--- config.mk ---
export PLATFORM = sky130hd
export DESIGN_NAME = eg_update_engine
export DESIGN_NICKNAME = d
export VERILOG_FILES = /design/src/rtl/eg_update_engine.sv
export SDC_FILE = /design/constraint.sdc
export NUM_CORES = 1
export LEC_CHECK = 0
export ABC_AREA = 0
export BUFFER_PORTS_ARGS = -buffer_cell sky130_fd_sc_hd__buf_2
export CORE_MARGIN = 1
export CORE_UTILIZATION = 45
export DETAILED_ROUTE_END_ITERATION = 10
export MAX_ROUTING_LAYER = met4
export PLACE_DENSITY_LB_ADDON = 0.2
export SYNTH_ARGS = -nofsm -noshare
export SYNTH_HDL_FRONTEND = slang
export SYNTH_SLANG_ARGS = --single-unit
--- constraint.sdc ---
create_clock -name clk -period 7.3 [get_ports clk]
set_input_delay 1.46 -clock clk [delete_from_list [all_inputs] [get_ports clk]]
set_output_delay 1.46 -clock clk [all_outputs]
set_load 0.01 [all_outputs]
--- src/rtl/eg_update_engine.sv ---
// eg_update_engine
//   Time-multiplexed envelope update stage shared by 18 FM slots. Each ce tick
//   reads one slot's 25-bit EG record {state[1:0], phase[22:0]} from the
//   envelope memory, applies key edges and the current state's rate, writes the
//   record back and reports the 7-bit attenuation (phase[22:16]).
//   Pipeline: R (raddr, counter advance) -> U (update, write) -> O (egout).
// Ports
//   clk, reset_n             clock, asynchronous active-low reset
//   ce                       slot tick, one slot enters the pipe per ce=1
//   key[17:0]                key-on level per slot
//   par_slot                 slot whose ar/dr/sl/rr are expected this cycle
//   ar, dr, rr, sl           rates / sustain level for par_slot
//   raddr / rdata            EG memory read port (rdata valid one cycle later)
//   waddr / wr / wdata       EG memory write port
//   egout, egout_slot,
//   egout_valid              attenuation result, one-cycle valid pulse
module eg_update_engine #(
  parameter int NSLOTS    = 18,
  parameter int INIT_WAIT = 18
) (
  input  logic        clk,
  input  logic        reset_n,
  input  logic        ce,
  input  logic [17:0] key,
  output logic [4:0]  par_slot,
  input  logic [3:0]  ar,
  input  logic [3:0]  dr,
  input  logic [3:0]  rr,
  input  logic [3:0]  sl,
  output logic [4:0]  raddr,
  input  logic [24:0] rdata,
  output logic [4:0]  waddr,
  output logic        wr,
  output logic [24:0] wdata,
  output logic [6:0]  egout,
  output logic [4:0]  egout_slot,
  output logic        egout_valid
);

  localparam logic [1:0] ST_ATTACK  = 2'd0;
  localparam logic [1:0] ST_DECAY   = 2'd1;
  localparam logic [1:0] ST_SUSTAIN = 2'd2;
  localparam logic [1:0] ST_RELEASE = 2'd3;

  localparam int IW_W = $clog2(INIT_WAIT + 1);

  logic [4:0]      slot_q, slot_d;
  logic            u_valid_q, u_valid_d;
  logic [4:0]      u_slot_q, u_slot_d;
  logic [17:0]     key_prev_q, key_prev_d;
  logic [IW_W-1:0] init_cnt_q, init_cnt_d;
  logic [6:0]      egout_q, egout_d;
  logic [4:0]      egout_slot_q, egout_slot_d;
  logic            egout_valid_q, egout_valid_d;

  logic            init_done;
  logic            key_now, key_old;
  logic [1:0]      cur_st, nxt_st;
  logic [22:0]     cur_ph, nxt_ph;
  logic [3:0]      rate;
  logic [22:0]     inc, ph_dn, ph_up;
  logic [23:0]     ph_sum;

  assign init_done = (init_cnt_q == IW_W'(INIT_WAIT));

  // Record update for the slot sitting in stage U
  always_comb begin
    cur_st  = rdata[24:23];
    cur_ph  = rdata[22:0];
    key_now = key[u_slot_q];
    key_old = key_prev_q[u_slot_q];
    case (cur_st)
      ST_ATTACK:  rate = ar;
      ST_DECAY:   rate = dr;
      ST_RELEASE: rate = rr;
      default:    rate = 4'd0;
    endcase
    inc    = 23'd1 << rate;
    ph_sum = {1'b0, cur_ph} + {1'b0, inc};
    ph_up  = ph_sum[23] ? '1 : ph_sum[22:0];
    ph_dn  = (cur_ph <= inc) ? '0 : cur_ph - inc;
    nxt_st = cur_st;
    nxt_ph = cur_ph;
    // Key edges take priority over any rate step in the same visit
    if (key_now && !key_old) begin
      nxt_st = ST_ATTACK;
    end else if (!key_now && key_old) begin
      nxt_st = ST_RELEASE;
    end else if (rate != 4'd0) begin
      case (cur_st)
        ST_ATTACK: begin
          if (rate == 4'd15) begin
            nxt_ph = '0;
            nxt_st = ST_DECAY;
          end else begin
            nxt_ph = ph_dn;
            if (ph_dn == '0) nxt_st = ST_DECAY;
          end
        end
        ST_DECAY: begin
          nxt_ph = ph_up;
          if (ph_up[22:19] >= sl) nxt_st = ST_SUSTAIN;
        end
        ST_RELEASE: nxt_ph = ph_up;
        default: ;
      endcase
    end
  end

  always_comb begin
    slot_d        = slot_q;
    u_valid_d     = ce;
    u_slot_d      = slot_q;
    key_prev_d    = key_prev_q;
    init_cnt_d    = init_cnt_q;
    egout_d       = egout_q;
    egout_slot_d  = egout_slot_q;
    egout_valid_d = u_valid_q;
    if (ce) slot_d = (slot_q == 5'(NSLOTS - 1)) ? '0 : slot_q + 5'd1;
    if (!init_done) init_cnt_d = init_cnt_q + 1'b1;
    if (u_valid_q) begin
      key_prev_d[u_slot_q] = key_now;
      egout_d              = nxt_ph[22:16];
      egout_slot_d         = u_slot_q;
    end
  end

  always_ff @(posedge clk or negedge reset_n) begin
    if (!reset_n) begin
      slot_q        <= '0;
      u_valid_q     <= 1'b0;
      u_slot_q      <= '0;
      key_prev_q    <= '0;
      init_cnt_q    <= '0;
      egout_q       <= '0;
      egout_slot_q  <= '0;
      egout_valid_q <= 1'b0;
    end else begin
      slot_q        <= slot_d;
      u_valid_q     <= u_valid_d;
      u_slot_q      <= u_slot_d;
      key_prev_q    <= key_prev_d;
      init_cnt_q    <= init_cnt_d;
      egout_q       <= egout_d;
      egout_slot_q  <= egout_slot_d;
      egout_valid_q <= egout_valid_d;
    end
  end

  assign raddr       = slot_q;
  assign par_slot    = u_slot_q;
  assign waddr       = u_slot_q;
  // Memory is self-initialising for INIT_WAIT cycles; suppress writes until then
  assign wr          = u_valid_q && init_done;
  assign wdata       = u_valid_q ? {nxt_st, nxt_ph} : '0;
  assign egout       = egout_q;
  assign egout_slot  = egout_slot_q;
  assign egout_valid = egout_valid_q;

endmodule

==> impl_metrics.tcl, run 1 <==
set metrics [dict create \
    finalHoldViolations 0 \
    synth_edf_count 0 \
    nets 976 \
    antenna_found_initial 0 \
    ys.flop_type "dfrtp_1" \
    combPwrFrac 0.602 \
    cts_max_path_buffers 2 \
    grt_pass1_vias 5971 \
    violations "negative setup slack" \
    synth_xor_area_frac 0.04486 \
    htree_levels 2 \
    worst-slew-pin-transition_ns 1.034 \
    setup_slack_ns -0.0001892 \
    synthCells 725 \
    syn-cell-area_mm2 0.005662 \
    yosysTopAreaCell "dfrtp_1" \
    seq_area_frac_synth 0.2077 \
    finalClockSkew_ns 0.001627 \
    required_ns 5.84 \
    drtIter0Drc 543 \
    synth.area.top_cells "dfrtp_1 (21%), ha_1 (9.9%), nand2_1 (4.5%)" \
    vias 6288 \
    cp_max_fo 7 \
    diodes 0 \
    min_period_ns 7.300 \
    yosysUniqueCellTypes 79 \
    syn_avg_cell_area_um2 7.809 \
    drt_pass1_iterations 5 \
    slew_headroom 0.3106 \
    nFillCells 1132 \
    pre_cts_slack_ns -0.1834 \
    p_total_uw 1681 \
    pin_count 116 \
    synth_compound_area_frac 0.2796 \
    synth_top_cell_area_share 0.2077 \
    drv_cap 0 \
    fin_util 0.5873 \
    synthMuxAreaShare 0.06519 \
    clock_latency_ns 0.29 \
    p_leak_uw 0.003309 \
    cts_tree "yes" \
    power_frac_seq 0.258 \
    peakVddDrop_v 0.0002540 \
    setup_viol_count_final 1 \
    grt_pass1_wl_um 29940 \
    hold_buffers 0 \
    seq_area_mm2 0.001176 \
    drive_gt1_frac 0.2915 \
    wl_um 19020 \
    cp-end-kind "output pin" \
    finalCritPeriodShare 1.000 \
    switching_share 0.4667 \
    cp_data_arrival_time_ns 5.84 \
    max_freq_mhz 137.0 \
    synth_top_family_by_area "compound AO/OA/AOI/OAI gates" \
    internal_power_uw 896.3 \
    dieArea_mm2 0.01303 \
    clk_pin_slew_ns 0.06 \
    synth_warnings 0 \
    clock-sinks 47 \
    start_util 0.4655 \
    drv_slew 0 \
    synth_simple_gate_area_frac 0.2259 \
    syn2layout_area_growth_pct 26.17 \
    synth_seq_cells 47 \
    gr-usage-all-layers 0.2989 \
    power_density_mw_per_mm2 235.3 \
    portBuffers 115 \
    start_kind "input pin" \
    grt_max_degree 48 \
    synth.net_count 834 \
    routabilityCongestion 0.9516 \
    p_switching_uw 784.3 \
    multiInputGateArea_mm2 0.004308 \
    grt_overflow_total 0 \
    cts-root-buf "clkbuf_16" \
    rsz0062_at_grt "true" \
    wire_per_inst_um 18.36 \
    status "finished, violations left" \
    hp-class "reg -> reg" \
    core_region_area_mm2 0.01216 \
    rows 40 \
    synthAdderAreaFrac 0.1065 \
    routed_via_density 6.069 \
    ant_nets 0 \
    clock_power_share 0.140 \
    path_class "in -> out" \
    hpwl_um 14550 \
    die_h_um 114.2 \
    fp.dieW_um 114.2 \
    synthArstFlopShare 1.000 \
    cts-buffers-inserted 5 \
    fin_hold_ws_ns 0.4625 \
    drc 0 \
]
## power groups by stage
| stage | logic [µW] | clock network (µW) | registers, µW |
|---|---|---|---|
| 6_report | 1010 | 235 | 434 |
| 5_1_grt | 1100 | 250 | 446 |
| 4_1_cts | 983 | 239 | 433 |
| 3_5_place_dp | 973 | 0 | 436 |
| 3_3_place_gp | 961 | 0 | 430 |
| 2_1_floorplan | 638 | 0 | 421 |
## final cells by class
class | count | area share
repair buffers | 185 | 0.1580
flip-flops and latches | 47 | 0.1647
clock buffers | 6 | 0.01944
multi-input cells | 584 | 0.6031
clock inverters | 2 | 0.002277
inverters | 44 | 0.02312
well taps | 168 | 0.02943
## worst paths after layout
check	from	end	slack, ns	cells after the start
setup / recovery	rdata[23]	wdata[23]	-0.0002	24
hold / removal	raddr[1]	par_slot[1]	0.46	0
setup reg to reg	par_slot[0]	egout[5]	3.25	6
hold reg to reg	raddr[1]	par_slot[1]	0.46	0
max in group asynchronous	reset_n	init_cnt_q[3]	5.34	1
min in group asynchronous	reset_n	raddr[4]	1.34	1
## routing by layer
layer  track usage  vias to the layer above  wire length, µm  part of all wire
li1              -                     2975                -                 -
met1        0.3668                     2972             7868              0.41
met2        0.4925                      285             9242              0.49
met3       0.03812                       56             1217             0.064
met4        0.1333                        0              695             0.037
met5             -                        -                0                 0
## cell usage in the layout (no fill, tap or decap), drive strengths merged, types with 7 or more instances in the layout
master,synthesis,layout
nand3b,7,7
o211ai,9,9
nand2,68,68
inv,44,44
or3,8,8
dfrtp,47,47
buf,20,185
nand3,20,20
o21ai,40,40
nand4,13,13
ha,45,45
nor2b,11,11
o21a,7,7
xor2,8,8
nor3,19,19
nor4,7,7
mux2i,11,11
a41oi,7,7
mux2,11,11
a211oi,10,10
nor2,64,64
and3,9,9
a21o,17,17
a21oi,43,43
a31oi,14,14
xnor2,21,21
## repair_timing
action | CTS | global route
buffers inserted | 3 | 3
resized for setup | 17 | 32
endpoints found under the hold margin | 0 | 0
endpoints found under the setup margin | 2 | 2
pin swaps | 9 | 18
## cells in the mapped netlist, types with 9 or more instances
| master | n |
|---|---|
| xnor2_1 | 21 |
| nor3_1 | 19 |
| a21oi_1 | 43 |
| and3_1 | 9 |
| nand2_1 | 68 |
| dfrtp_1 | 47 |
| nand3_1 | 20 |
| a21o_1 | 17 |
| inv_1 | 44 |
| o21ai_1 | 11 |
| mux2_2 | 10 |
| nor2_1 | 62 |
| mux2i_1 | 11 |
| nand4_1 | 13 |
| nor2b_1 | 11 |
| ha_1 | 45 |
| a211oi_1 | 10 |
| clkbuf_1 | 30 |
| buf_2 | 12 |
| o21ai_0 | 29 |
| a31oi_1 | 14 |
## state kept, by name (all words and copies together), names as in the netlist
| signal | cells |
|---|---|
| egout_valid | 1 |
| egout_valid_d | 1 |
| key_prev_q | 18 |
| raddr | 5 |
| egout_slot | 5 |
| init_cnt_q | 5 |
| par_slot | 5 |
| egout | 7 |
## per-stage QoR
stage / cells / TNS, ns / area (µm²)
after detailed placement: 1022 / -0.2493 / 6698
after global routing: 1036 / -0.2022 / 7143
after global placement: 1022 / 0 / 6698
after floorplan: 725 / 0 / 5662
final: 1036 / -0.0001892 / 7143
after CTS: 1033 / 0 / 6953
## cell families (layout without fill, tap and decap cells)
kind of cell    Yosys count  after routing
buf+inv                  94            237
fa+ha+maj                47             47
xor+xnor                 29             29
simple gates            256            256
flops                    47             47
mux                      28             28
compound gates          224            224
## worst max-delay path: stages
cell	delay, ns
buf_12	0.11
mux2i_4	0.28
a2bb2oi_4	0.22
nand4_1	0.19
inv_1	0.13
ha_2	0.19
inv_2	0.05
fa_2	0.37
o21ba_4	0.21
or2_1	0.26
a31o_4	0.24
a21oi_4	0.13
o21a_1	0.16
xnor2_1	0.12
nand2_1	0.07
ha_1	0.30
a21o_1	0.18
a211o_1	0.25
o211ai_1	0.16
a32oi_1	0.10
o2111ai_1	0.22
o211ai_1	0.15
o31ai_2	0.11
buf_2	0.18
Power figures use the tool's default switching activity.
==> inputs of run 2 (changes only) <==
CORE_UTILIZATION = 51   (was 45)
==> impl_metrics.tcl, run 2 (synthesized netlist as in run 1, its figures left out) <==
set metrics [dict create \
    dpl_cell_area_mm2 0.006603 \
    fin_cells 1007 \
    reg2reg_slack_ns 3.26 \
    worstHoldPathCells 0 \
    power_density_mw_per_mm2 230.6 \
    finalHoldViolations 0 \
    rows 38 \
    cp-end-kind "output pin" \
    final_common_cell "buf_2" \
    finalClockSkew_ns 0.005406 \
    max_freq_mhz 137.2 \
    dieArea_mm2 0.01153 \
    finalCritPeriodShare 0.9988 \
    combPwrFrac 0.620 \
    hp-class "reg -> reg" \
    die_h_um 107.4 \
    drtIter0Drc 537 \
    layout_common_cells "buf_2 (114), buf_4 (68), nand2_1 (67), nor2_1 (53), dfrtp_1 (47)" \
    clock_power_share 0.118 \
    antenna_found_initial 0 \
    cts-buffers-inserted 5 \
    grt_overflow_total 0 \
    path_class "in -> out" \
    clk_pin_slew_ns 0.09 \
    drt_pass1_iterations 7 \
    pin_count 116 \
    internal_power_uw 865.0 \
    p_switching_uw 786.3 \
    gr-usage-all-layers 0.3411 \
    clock-sinks 47 \
    syn2layout_area_growth_pct 26.45 \
    clock_latency_ns 0.31 \
    pre_cts_slack_ns -0.2521 \
    cp_max_fo 6 \
    cts_tree "yes" \
    grt_pass1_wl_um 29900 \
    routed_via_density 6.346 \
    required_ns 5.84 \
    drive_gt1_frac 0.2987 \
    wl_um 19680 \
    start_util 0.5223 \
    fin_util 0.6604 \
    slew_headroom 0.3136 \
    p_leak_uw 0.003288 \
    cts-root-buf "clkbuf_8" \
    portBuffers 115 \
    worst-slew-pin-transition_ns 1.028 \
    fin_area_mm2 0.007159 \
    dp.cells 986 \
    ant_nets 0 \
    start_kind "input pin" \
    regMostFlops "key_prev_q" \
    setup_viol_count_final 0 \
    htree_levels 2 \
    grt_pass1_vias 5894 \
    hold_buffers 0 \
    routabilityCongestion 0.9907 \
    setup_slack_ns 0.008823 \
    min_period_ns 7.291 \
    core_region_area_mm2 0.01084 \
    fp.dieW_um 107.4 \
    drv_slew 0 \
    peakVddDrop_v 0.0002440 \
    hpwl_um 14600 \
    wire_per_inst_um 19.55 \
    cts_max_path_buffers 2 \
    status "complete, no violations" \
    drc 0 \
    power_frac_seq 0.262 \
    nets 975 \
    largest_reg_flops 18 \
    worst_r2r_path_depth 6 \
    grt_max_degree 48 \
    rsz0062_at_grt "true" \
    switching_share 0.4762 \
    diodes 0 \
    drv_cap 0 \
    cp_data_arrival_time_ns 5.83 \
    vias 6390 \
]
-- run 2: changes by cell type in the layout (fill, tap and decap cells not counted), moves of 2 or more --
| cell | previous run | this run |
|---|---|---|
| clkbuf_16 | 5 | 0 |
| clkbuf_8 | 1 | 5 |
| ha_1 | 44 | 39 |
| ha_4 | 0 | 4 |
| nor2_1 | 55 | 53 |
-- run 2: power groups by stage --
stage | sequential, µW | clock, µW | combinational (µW)
3_5_place_dp | 435 | 0 | 967
2_1_floorplan | 421 | 0 | 638
5_1_grt | 443 | 205 | 1110
3_3_place_gp | 430 | 0 | 950
6_report | 432 | 195 | 1020
4_1_cts | 432 | 198 | 980
-- run 2: path summary, 6_finish.rpt --
kind / endpoint / startpoint
worst max register to register: egout[5] / par_slot[0]
max in group asynchronous: key_prev_q[16] / reset_n
worst min register to register: par_slot[4] / raddr[4]
worst max-delay path: wdata[23] / rdata[23]
worst min-delay path: par_slot[4] / raddr[4]
min in group asynchronous: raddr[2] / reset_n
-- run 2: what timing repair did --
action                     in CTS  in global routing
setup endpoints to repair       2                  2
resized for setup              19                 44
hold endpoints to repair        0                  0
pin swaps                       6                 23
setup buffers                   2                 11
-- run 2: metrics by stage --
stage	hold WS (ns)	total power [µW]	setup TNS (ns)
detailed placement	0.4454	1402	-0.4054
floorplan	0.4380	1059	0
global placement	0.4365	1380	-0.1542
CTS	0.4690	1610	0
global route	0.5070	1755	-0.2617
finish	0.4701	1651	0
-- run 2: layer usage --
layer  global-route usage  vias to the layer above  part of all wire
met5                    -                        -                 0
met3              0.02179                       75             0.063
met4               0.1487                        0             0.047
li1                     -                     2962                 -
met2               0.5797                      357              0.49
met1               0.4196                     2996              0.40
-- run 2: critical path, cell delays in order --
cell       delay, ns
buf_12          0.12
mux2i_4         0.25
a2bb2oi_2       0.24
nand4_1         0.17
inv_1           0.12
ha_2            0.20
inv_2           0.05
fa_2            0.37
o21ba_4         0.21
or2_1           0.26
a31o_4          0.25
a21oi_4         0.17
o21a_1          0.18
xnor2_1         0.12
nand2_1         0.07
ha_1            0.28
a21o_1          0.15
a211o_1         0.24
o211ai_1        0.14
a32oi_1         0.10
o2111ai_1       0.22
o211ai_1        0.14
o31ai_2         0.11
buf_2           0.19
-- run 2: cell type report --
cell class | instances | area [µm²]
Clock buffer | 5 | 68.82
Clock inverter | 3 | 46.29
Fill cell | 942 | 3681
Inverter | 44 | 165.2
Multi-Input combinational cell | 584 | 4415
Sequential cell | 47 | 1176
Tap cell | 140 | 175.2
Timing Repair Buffer | 184 | 1112
==> inputs of run 3 (changes only) <==
--- a/config.mk
+++ b/config.mk
@@ -11,5 +11,4 @@
 export CORE_UTILIZATION = 51
 export DETAILED_ROUTE_END_ITERATION = 10
-export MAX_ROUTING_LAYER = met4
 export PLACE_DENSITY_LB_ADDON = 0.2
 export SYNTH_ARGS = -nofsm -noshare
==> constraint.sdc (replaced) <==
create_clock -name clk -period 7.3 [get_ports clk]
set_input_delay 0.365 -clock clk [delete_from_list [all_inputs] [get_ports clk]]
set_output_delay 0.365 -clock clk [all_outputs]
set_load 0.01 [all_outputs]
==> impl_metrics.tcl, run 3 (synthesized netlist as in run 1, its figures left out) <==
set metrics [dict create \
    rsz0062_at_grt "false" \
    drt_pass1_iterations 5 \
    nFillCells 1028 \
    crit_start "rdata[23]" \
    drtIter0Drc 651 \
    p_leak_uw 0.002912 \
    core_region_area_mm2 0.01084 \
    pin_count 116 \
    drive_gt1_frac 0.1902 \
    cp-end-kind "output pin" \
    post_cts_resized 0 \
    cts-root-buf "clkbuf_8" \
    grt_max_degree 48 \
    cts_tree "yes" \
    rows 38 \
    start_kind "input pin" \
    r2r_start "par_slot[0]" \
    finalHoldViolations 0 \
    setup_viol_count_final 0 \
    cp_data_arrival_time_ns 5.82 \
    finalClockSkew_ns 0.007305 \
    final_common_cell "buf_2" \
    antenna_found_initial 0 \
    hp-class "in -> async" \
    grt_pass1_vias 5545 \
    drc 0 \
    cts_max_path_buffers 2 \
    peakVddDrop_v 0.0001915 \
    ant_nets 0 \
    power_density_mw_per_mm2 248.5 \
    cts-buffers-inserted 5 \
    vias 6033 \
    wl_um 17860 \
    grt_pass1_wl_um 27950 \
    clock_latency_ns 0.31 \
    diodes 0 \
    nets 908 \
    routed_via_density 6.425 \
    cp_max_fo 31 \
    setup_tns_ns 0 \
    setup_slack_ns 1.119 \
    drv_cap 0 \
    hold_buffers 0 \
    syn2layout_area_growth_pct 11.29 \
    finalCritPeriodShare 0.8467 \
    gr-usage-all-layers 0.3109 \
    fp.dieW_um 107.4 \
    worst-slew-pin-transition_ns 1.016 \
    path_class "in -> out" \
    clock-sinks 47 \
    min_period_ns 6.181 \
    post_cts_buffers 0 \
    wire_per_inst_um 19.02 \
    max_freq_mhz 161.8 \
    portBuffers 115 \
    layout_common_cells "buf_2 (115), nand2_1 (68), nor2_1 (62), dfrtp_1 (47), ha_1 (45)" \
    regMostFlops "key_prev_q" \
    htree_levels 2 \
    drv_slew 0 \
    pre_cts_slack_ns 1.280 \
    slew_headroom 0.3223 \
    clk_pin_slew_ns 0.08 \
    routabilityCongestion 0.9903 \
    status "complete, no violations" \
    hpwl_um 13760 \
    die_h_um 107.4 \
    dieArea_mm2 0.01153 \
    grt_overflow_total 0 \
    start_util 0.5223 \
    required_ns 6.93 \
    largest_reg_flops 18 \
]
-- run 3: changes by cell type in the layout (fill, tap and decap cells not counted), moves of 3 or more --
cell	change
mux2i_1	+4
mux2i_4	-4
ha_4	-4
nor2_1	+9
a2bb2oi_1	+4
o2bb2ai_1	+3
ha_1	+6
nor2_2	-7
a2bb2oi_4	-3
buf_4	-66
-- run 3: final timing paths --
check	to	slack, ns	depth (start not counted)
setup / recovery	wdata[23]	1.12	21
hold / removal	raddr[2]	0.22	1
setup reg to reg	egout[5]	3.71	7
hold reg to reg	par_slot[4]	0.46	0
max in group asynchronous	key_prev_q[10]	6.44	1
min in group clk	egout_valid_d	0.26	1
-- run 3: worst max-delay path, cell delays in order --
cell and delay [ns]:
buf_2 0.48, and2_1 0.37, a2bb2oi_1 0.15, nor2_1 0.23, nand2_1 0.15, ha_1 0.57, nor3b_1 0.12, nor3_1 0.33
o21ai_0 0.18, o311ai_1 0.41, a211o_1 0.66, nand2_1 0.11, ha_1 0.30, a21o_1 0.15, a211o_1 0.28, o211ai_1 0.14
a32oi_1 0.08, o2111ai_1 0.24, o211ai_1 0.14, o31ai_2 0.14, buf_2 0.19
-- run 3: report_power, final --
group,switching [µW],internal (µW)
Combinational,584,368
Sequential,82.2,345
Clock,86.7,100
Total,753,813
-- run 3: through the flow --
| stage | cells | instance area (µm²) | power, µW | hold slack [ns] | utilization |
|---|---|---|---|---|---|
| after CTS | 939 | 6301 | 1558 | 0.2450 | 0.5813 |
| after global placement | 932 | 6195 | 1350 | 0.4378 | 0.5714 |
| after detailed placement | 932 | 6195 | 1367 | 0.4440 | 0.5714 |
| after floorplan | 725 | 5662 | 1059 | 0.06941 | - |
| after global routing | 939 | 6301 | 1673 | 0.2490 | 0.5813 |
| final | 939 | 6301 | 1566 | 0.2234 | 0.5813 |
-- run 3: area by class of cell --
type	count	area, µm²	share of cell area
clock buffer	5	68.82	0.01092
clock inverter	2	37.54	0.005957
inverter	44	165.2	0.02621
multi-input combinational	584	4088	0.6487
sequential	47	1176	0.1867
tap	140	175.2	0.02780
timing repair buffer	117	590.6	0.09373
-- run 3: metal layers --
layer / share of wire / global-route usage / up-vias
met3: 0.077 / 0.04237 / 48
li1: - / - / 2827
met5: 0 / 0 / -
met4: 0.038 / 0.1409 / 0
met2: 0.48 / 0.5309 / 283
met1: 0.41 / 0.3888 / 2875
